$ cat src/rtl/button_cond_pkg.sv
// Shared types and helpers for the push-button conditioner.
package button_cond_pkg;

  typedef enum logic [1:0] {
    RELEASED,
    ARMING,
    HELD,
    DISARMING
  } ch_state_t;

  // Bits needed to hold a counter value of 0..max.
  function automatic int cnt_w(input int max);
    return $clog2(max + 1);
  endfunction

endpackage

$ cat src/rtl/button_conditioner_channel.sv
// One button channel: 2-flop synchroniser, debounce FSM, hold and repeat counters.
// Auto-repeat is built only when BUTTON_COND_REPEAT_EN is defined.
module button_channel
  import button_cond_pkg::*;
#(
  parameter int STABLE_SAMPLES = 8,
  parameter int HOLD_SAMPLES   = 1000,
  parameter int REPEAT_SAMPLES = 200
) (
  input  logic clk_in,
  input  logic rst,
  input  logic tick,
  input  logic pb,
  output logic level,
  output logic press,
  output logic release_pulse,
  output logic long_press,
  output logic repeat_pulse
);

  localparam int CW = cnt_w(STABLE_SAMPLES);
  localparam int HW = cnt_w(HOLD_SAMPLES);
  localparam logic [CW-1:0] CNT_MAX  = CW'(STABLE_SAMPLES);
  localparam logic [HW-1:0] HOLD_MAX = HW'(HOLD_SAMPLES);

  ch_state_t       state;
  logic            s1;
  logic            s2;
  logic [CW-1:0]   cnt;
  logic [HW-1:0]   hold;
  logic            hold_sat;

  assign hold_sat = (hold == HOLD_MAX);

  always_ff @(posedge clk_in) begin
    if (rst) begin
      state         <= RELEASED;
      s1            <= 1'b0;
      s2            <= 1'b0;
      cnt           <= '0;
      hold          <= '0;
      level         <= 1'b0;
      press         <= 1'b0;
      release_pulse <= 1'b0;
      long_press    <= 1'b0;
    end else begin
      s1            <= pb;
      s2            <= s1;
      press         <= 1'b0;
      release_pulse <= 1'b0;
      long_press    <= 1'b0;
      if (tick) begin
        case (state)
          RELEASED: begin
            if (s2) begin
              state <= ARMING;
              cnt   <= CW'(1);
            end
          end
          ARMING: begin
            if (!s2) begin
              state <= RELEASED;
              cnt   <= '0;
            end else if (cnt + CW'(1) == CNT_MAX) begin
              state      <= HELD;
              cnt        <= '0;
              hold       <= HW'(STABLE_SAMPLES);
              level      <= 1'b1;
              press      <= 1'b1;
              long_press <= (STABLE_SAMPLES == HOLD_SAMPLES);
            end else begin
              cnt <= cnt + CW'(1);
            end
          end
          HELD: begin
            if (!s2) begin
              state <= DISARMING;
              cnt   <= CW'(1);
            end else if (!hold_sat) begin
              hold <= hold + HW'(1);
              if (hold + HW'(1) == HOLD_MAX) long_press <= 1'b1;
            end
          end
          DISARMING: begin
            // A bounce back high resumes HELD with the hold count frozen.
            if (s2) begin
              state <= HELD;
              cnt   <= '0;
            end else if (cnt + CW'(1) == CNT_MAX) begin
              state         <= RELEASED;
              cnt           <= '0;
              hold          <= '0;
              level         <= 1'b0;
              release_pulse <= 1'b1;
            end else begin
              cnt <= cnt + CW'(1);
            end
          end
          default: state <= RELEASED;
        endcase
      end
    end
  end

`ifdef BUTTON_COND_REPEAT_EN
  localparam int RW = cnt_w(REPEAT_SAMPLES);
  localparam logic [RW-1:0] RPT_MAX = RW'(REPEAT_SAMPLES);

  logic [RW-1:0] rpt_cnt;

  // Only counts saturated HELD ticks, so a bounce pauses it and a release clears it.
  always_ff @(posedge clk_in) begin
    if (rst || state == RELEASED) begin
      rpt_cnt      <= '0;
      repeat_pulse <= 1'b0;
    end else begin
      repeat_pulse <= 1'b0;
      if (tick && state == HELD && s2 && hold_sat) begin
        if (rpt_cnt + RW'(1) == RPT_MAX) begin
          rpt_cnt      <= '0;
          repeat_pulse <= 1'b1;
        end else begin
          rpt_cnt <= rpt_cnt + RW'(1);
        end
      end
    end
  end
`else
  assign repeat_pulse = 1'b0;
`endif

endmodule

$ cat src/rtl/button_conditioner.sv
// Multi-channel push-button conditioner: shared sample prescaler plus N_CH channels.
// Auto-repeat is enabled with BUTTON_COND_REPEAT_EN; release/repeat ports carry a _pulse suffix since both words are keywords.
module button_conditioner
  import button_cond_pkg::*;
#(
  parameter int N_CH           = 4,
  parameter int CLK_HZ         = 100_000_000,
  parameter int SAMPLE_HZ      = 1000,
  parameter int STABLE_SAMPLES = 8,
  parameter int HOLD_SAMPLES   = 1000,
  parameter int REPEAT_SAMPLES = 200
) (
  input  logic            clk_in,
  input  logic            rst,
  input  logic [N_CH-1:0] pb,
  output logic [N_CH-1:0] level,
  output logic [N_CH-1:0] press,
  output logic [N_CH-1:0] release_pulse,
  output logic [N_CH-1:0] long_press,
  output logic [N_CH-1:0] repeat_pulse
);

  localparam int DIV = CLK_HZ / SAMPLE_HZ;
  localparam int PW  = $clog2(DIV);

  logic [PW-1:0] div_cnt;
  logic          tick;

  assign tick = (div_cnt == PW'(DIV - 1));

  always_ff @(posedge clk_in) begin
    if (rst)       div_cnt <= '0;
    else if (tick) div_cnt <= '0;
    else           div_cnt <= div_cnt + PW'(1);
  end

  for (genvar i = 0; i < N_CH; i++) begin : g_ch
    button_channel #(
      .STABLE_SAMPLES(STABLE_SAMPLES),
      .HOLD_SAMPLES  (HOLD_SAMPLES),
      .REPEAT_SAMPLES(REPEAT_SAMPLES)
    ) u_ch (
      .clk_in       (clk_in),
      .rst          (rst),
      .tick         (tick),
      .pb           (pb[i]),
      .level        (level[i]),
      .press        (press[i]),
      .release_pulse(release_pulse[i]),
      .long_press   (long_press[i]),
      .repeat_pulse (repeat_pulse[i])
    );
  end

endmodule

$ cat config.mk
export PLATFORM = sky130hd
export DESIGN_NAME = button_conditioner
export DESIGN_NICKNAME = d
export VERILOG_FILES = /design/src/rtl/button_cond_pkg.sv /design/src/rtl/button_conditioner_channel.sv /design/src/rtl/button_conditioner.sv
export SDC_FILE = /design/constraint.sdc
export NUM_CORES = 1
export LEC_CHECK = 0
export CORE_MARGIN = 2
export CORE_UTILIZATION = 45
export DETAILED_ROUTE_END_ITERATION = 6
export GPL_TIMING_DRIVEN = 1
export PLACE_DENSITY = 0.65
export SETUP_SLACK_MARGIN = 0.3
export SLEW_MARGIN = 30
export SYNTH_ARGS = -nofsm -noshare
export SYNTH_HDL_FRONTEND = slang
export SYNTH_SLANG_ARGS = --single-unit
export TNS_END_PERCENT = 10
$ cat constraint.sdc
create_clock -name clk_in -period 2.5 [get_ports clk_in]
set_input_delay 0.25 -clock clk_in [delete_from_list [all_inputs] [get_ports clk_in]]
set_output_delay 0.25 -clock clk_in [all_outputs]
set_load 0.02 [all_outputs]
Word level (Yosys, flattened, before mapping)
Cells that the tools add are included.
{ "word_totals": {"memories": 0, "input_bits": 6, "reg_bits": 105, "latch_bits": 0, "ram_bits": 0, "rom_bits": 0, "wordCells": 277} }
{ "op_classes": {"mux": 108, "magnitude_cmp": 0, "n_mul": 0, "n_reduce_logical": 41, "div": 0, "shift": 0, "n_eq_ne": 65, "n_bitwise": 17, "addsub": 9} }
{ "op_table": {"columns": ["op", "n"], "rows": [
  ["$mux 10", 24],
  ["$pmux 10 s3", 4],
  ["$eq 10x10->1 const B", 8],
  ["$mux 4", 20],
  ["$pmux 4 s4", 4],
  ["$mux 2", 24],
  ["$add 10x1->10 const B", 4],
  ["$ne 2x1->1 const B", 20],
  ["$pmux 2 s4", 4],
  ["$reduce_and 8->1", 4],
  ["$reduce_or 4->1", 8],
  ["$mux 1", 24],
  ["$ne 2x2->1 const B", 12],
  ["$reduce_and 6->1", 4],
  ["$reduce_and 5->1", 4],
  ["$reduce_or 5->1", 4],
  ["$add 17x1->17 const B", 1],
  ["$eq 17x17->1 const B", 1],
  ["$not 1->1", 17],
  ["$add 4x1->4 const B", 4],
  ["$eq 2x2->1 const B", 8],
  ["$eq 4x4->1 const B", 4],
  ["$ne 3x1->1 const B", 4],
  ["$ne 3x3->1 const B", 4],
  ["7 further kinds", 25]
]} }

Logic depth before layout (Yosys ltp)
{ "depth": {"ltp_word": 5, "depth_mapped": 9, "mapped_depth_nobuf": 8} }

By module
From an unflattened synthesis, not the netlist that was laid out.
{ "unflattened": {"cells_unflattened": 689, "area_unflattened_um2": 5839.4} }
{ "by_module_without_submodules": {"columns": ["mod", "seq_area_each_um2", "n_inst", "area_each_um2", "cells_each"], "rows": [
  ["button_channel at g_ch[0].u_ch ...", 440.4, 2, 1277.5, 148],
  ["button_channel at g_ch[3].u_ch", 440.4, 1, 1301.2, 163],
  ["button_channel at g_ch[2].u_ch", 440.4, 1, 1209.9, 143],
  ["button_conditioner", 340.3, 1, 773.2, 87]
]} }

Least setup slack after synthesis
OpenSTA, ideal clock, no wires.
{ "synth_timing": {"path_type": "reg-to-reg", "start": "register g_ch[2].u_ch.cnt[0]", "end": "register g_ch[2].u_ch.hold[7]", "setup_ns": 0.060, "synth_period_minus_slack_ns": 2.162, "arrival_ns": 2.102, "path_buffers": 1, "path_stages_with_launch": 9, "t_required_ns": 2.440, "setup_slack_ns": 0.338, "cell_sequence": "dfxtp_1 ha_1 and2_1 or4b_1 o21ai_2 buf_6 nand4b_4 a2111oi_2 a41o_1"} }
{ "synth_between": {"elab_chain_len": 4, "word_cells_on_any_way": 5, "classes_between": "add/sub (1); eq/ne (3); reduce/logical (1)"} }
{ "synth_rtl": {"columns": ["element", "line_no", "text"], "rows": [
  ["start: declaration", "button_conditioner_channel.sv:29", "logic [CW-1:0] cnt;"],
  ["start signal: assignment", "button_conditioner_channel.sv:72", "cnt <= cnt + CW'(1);"],
  ["start signal: assignment", "button_conditioner_channel.sv:96", "cnt <= cnt + CW'(1);"],
  ["$add 4x1->4 *", "button_conditioner_channel.sv:64, button_conditioner_channel.sv:89", null],
  ["$eq 4x4->1 *", "button_conditioner_channel.sv:64, button_conditioner_channel.sv:89", null],
  ["$ne 2x1->1 (no line)", null, null],
  ["$reduce_and 8->1 (no line) *", null, null],
  ["end signal: assignment", "button_conditioner_channel.sv:67", "hold <= HW'(STABLE_SAMPLES);"],
  ["end signal: assignment", "button_conditioner_channel.sv:80", "hold <= hold + HW'(1);"],
  ["end: declaration", "button_conditioner_channel.sv:30", "logic [HW-1:0] hold;"]
]} }
Every way passes the cells marked *; elsewhere a longest branch is shown, timed or not.
A chain may end at the register's enable or synchronous reset.

Worst setup path after layout
{ "layout_timing": {"start": "register g_ch[2].u_ch.cnt[1]", "end": "register g_ch[2].u_ch.hold[3]"} }
Same word-level chain as after synthesis.

==> run summary <==
outcome: complete, no violations
pin count of the biggest net entering global routing: 53
core footprint: 0.0121 mm^2
Reg-to-Reg Start: g_ch[2].u_ch.cnt[1]$_SDFFE_PP0P_
vias in the first global route: 4,592
RSZ-0062 raised after global routing: yes
PwrDens: 497 mW/mm^2
IO Count: 26
WL/cell: 14.3 um
Slew @ Worst Pin: 0.582 ns
CTS Hold Bufs: 0
commonest non-fill, non-tap cell in the layout: dfxtp_1
synthesized cell area: 0.00565 mm^2
Finished Layout Cells: 870
layout cells sized above 1: 0.0912
hpwl dp: 8690 um
Buf+Inv Stages, Crit Path: 1
Final setup viols: 0
Lkg Pwr: 2.11 nW
Seq/Total Area, Yosys: 0.372
clock transition at the registers of the reported paths: 0.06 ns
VDD IR-drop max: 0.356 mV
FF+latch count, synth: 105
ys flop type: dfxtp_1
Longest Clk Path Bufs: 2
DRT antenna net count: 0
TritonCTS clock tree: built
Worst Setup Start Kind: register
initial antenna violation count: 0
pre-CTS WS: 0.193 ns
NetSw: 0.668 mW
Reg power frac: 0.551
Port Buffer Count: 21
Worst-Skew Late Latency: 0.35 ns
hold endpoint: g_ch[2].u_ch.s2$_SDFF_PP0_
Setup CP Type: register to register
HP Class: primary input to register
Critical Path Fanout Max: 9
Total GRT Usage: 0.195
grt met1 use: 0.247
TritonRoute pass-1 iters: 5
worst-case clock skew: 0.00587 ns
highest-delay cell along the critical path: or4b_1
cell-internal power: 2.45 mW
Slew Limit Fails: 0
number of H-tree branching levels: 3
Starting Density: 0.466
switching portion of total power: 0.214
Final Hold Vio Count: 0
worst path required time: 2.75 ns
worst path arrival time: 2.36 ns
M2 GR Usage: 0.324
diodes inserted: 0
most frequent cells in the layout: 100 x dfxtp_1, 88 x nand2_1, 55 x nor2_1, 48 x a21oi_1, 48 x nand3_1
synthesis warning total: 0
Die Wd: 116 um
reg2reg setup slack: 0.39 ns
distinct cell type count after synthesis: 73
CP cell instances: ha_4 > and2_1 > or4b_1 > o21ai_4 > buf_6 > o2bb2ai_1 > nand2_1 > a32o_1
Worst Hold Depth: 2
Comb pwr share: 0.033
highest clock rate: 473 MHz
vias: 4,887
DRC viols: 0
clock share of power: 0.416
GR peak layer: met2
CTS sink count: 105
setup ws final: 0.386 ns
Rows: 40
post-placement cell count: 854
nets@finish: 720
clock root cell: clkbuf_16
r2r endpoint: g_ch[2].u_ch.hold[3]$_SDFFE_PP0P_
Syn Inst Count: 697
remaining global-route overflow: 0
Die ar.: 0.0135 mm^2
crit share post-route: 0.846
max-cap viol count: 0
global-route wire length before repair: 21,300 um
CP max stage delay: 0.50 ns
Finished Cell Area: 0.00627 mm^2
Post-Route WL: 12,500 um
Via-to-Cell Ratio: 5.62
endpoint class of the critical path: register
hold path startpoint: rst
cell family with most CP delay: simple AND/OR/NAND/NOR gates
Async S/R FF share, synth: 0
TritonCTS buffer count: 9
number of synthesized flops with an enable pin: 0
GR Layer Usage met3: 0.0528
Die Y: 116 um
Rel. slew slack: 0.612
gp weighted congestion: 0.884
Fin Setup TNS: 0 ns
Cell Area, Placed: 0.00589 mm^2
Mean Syn Cell Area: 8.10 um^2
initial drt markers: 298
area grow syn2layout: 11.1%
Tmin final: 2.11 ns
depth of the most critical reg-to-reg path: 8
-- cell usage after synthesis (11+ instances only) --
master	count	area (um^2)
a21oi_1	49	245
xnor2_1	12	105
dfxtp_1	105	2100
ha_1	15	188
nor3_1	29	145
buf_4	23	173
nand3_1	48	240
clkbuf_1	22	82.6
o21ai_0	32	160
and3_1	14	87.6
nand4_1	11	68.8
nor2b_1	18	113
nand2_1	88	330
inv_1	19	71.3
xor2_1	16	140
nor2_1	56	210
-- power groups by stage --
stage	clock network [mW]	logic (mW)	registers, mW
after floorplan	0	0.0901	1.74
after global placement	0	0.0989	1.75
after detailed placement	0	0.102	1.75
after CTS	1.34	0.102	1.72
after global routing	1.41	0.116	1.72
final	1.30	0.103	1.72
-- stage by stage --
step / power (mW) / hold WS, ns / utilization
finish: 3.12 / 0.240 / 0.518
global route: 3.25 / 0.247 / 0.518
CTS: 3.16 / 0.235 / 0.510
detailed placement: 1.86 / 0.425 / 0.486
global placement: 1.85 / 0.417 / 0.486
floorplan: 1.83 / 0.378 / -
-- cells by family (layout without fill, tap and decap cells) --
logic type / count (synthesis) / after routing / share of synthesized area
adder cells (fa/ha/maj): 15 / 15 / 0.0332
other: 1 / 4 / 0.000664
XOR/XNOR: 28 / 28 / 0.0434
buffers and inverters: 74 / 76 / 0.0716
AO/OA/AOI/OAI: 146 / 146 / 0.175
multiplexers: 6 / 6 / 0.0106
flip-flops: 105 / 105 / 0.372
AND/OR/NAND/NOR: 322 / 322 / 0.294
-- layer usage --
| layer | vias to the layer above | wire length, um |
|---|---|---|
| met1 | 2309 | 5890 |
| met4 | 0 | 199 |
| met3 | 13 | 440 |
| met2 | 84 | 5940 |
| met5 | - | 0 |
| li1 | 2481 | - |
-- registers in the layout (all words and copies together), names as in the netlist, named ones only --
register                 count
g_ch.u_ch.hold              40
g_ch.u_ch.s1                 4
div_cnt                     17
g_ch.u_ch.level              4
g_ch.u_ch.state              4
g_ch.u_ch.s2                 4
g_ch.u_ch.cnt               16
g_ch.u_ch.long_press         4
g_ch.u_ch.release_pulse      4
g_ch.u_ch.press              4
-- what timing repair did --
action	in CTS	in global routing
pin swaps	1	3
buffers inserted	1	1
hold endpoints to repair	0	0
gates resized for setup	7	18
endpoints found under the setup margin	21	32
-- worst max-delay path by stage --
| stage | from | to | slack (ns) | cells past startpoint |
|---|---|---|---|---|
| 2_1_floorplan | g_ch[2].u_ch.cnt[0]$_SDFFE_PP0P_ | g_ch[2].u_ch.hold[7]$_SDFFE_PP0P_ | 0.34 | 8 |
| 3_3_place_gp | div_cnt[0]$_SDFF_PP0_ | g_ch[1].u_ch.long_press$_SDFF_PP0_ | 0.23 | 7 |
| 3_5_place_dp | g_ch[2].u_ch.cnt[0]$_SDFFE_PP0P_ | g_ch[2].u_ch.hold[3]$_SDFFE_PP0P_ | 0.19 | 7 |
| 4_1_cts | g_ch[2].u_ch.cnt[0]$_SDFFE_PP0P_ | g_ch[2].u_ch.hold[7]$_SDFFE_PP0P_ | 0.30 | 7 |
| 5_1_grt | g_ch[2].u_ch.cnt[1]$_SDFFE_PP0P_ | g_ch[2].u_ch.hold[3]$_SDFFE_PP0P_ | 0.28 | 8 |
| 6_report | g_ch[2].u_ch.cnt[1]$_SDFFE_PP0P_ | g_ch[2].u_ch.hold[3]$_SDFFE_PP0P_ | 0.39 | 8 |
-- worst reg2reg max path, cell delays in order, from the launching register on --
cell       delay (ns)
dfxtp_2          0.43
ha_4             0.19
and2_1           0.15
or4b_1           0.50
o21ai_4          0.14
buf_6            0.17
o2bb2ai_1        0.11
nand2_1          0.07
a32o_1           0.25
-- layout make-up --
type	instances	area, um^2
fillers	1160	5840
repair buffers	42	367
multi-input cells	521	3250
inverters	20	75.1
well taps	168	210
clock buffers	14	264
flip-flops and latches	105	2110
No activity file was read; power rests on OpenSTA's default activity.
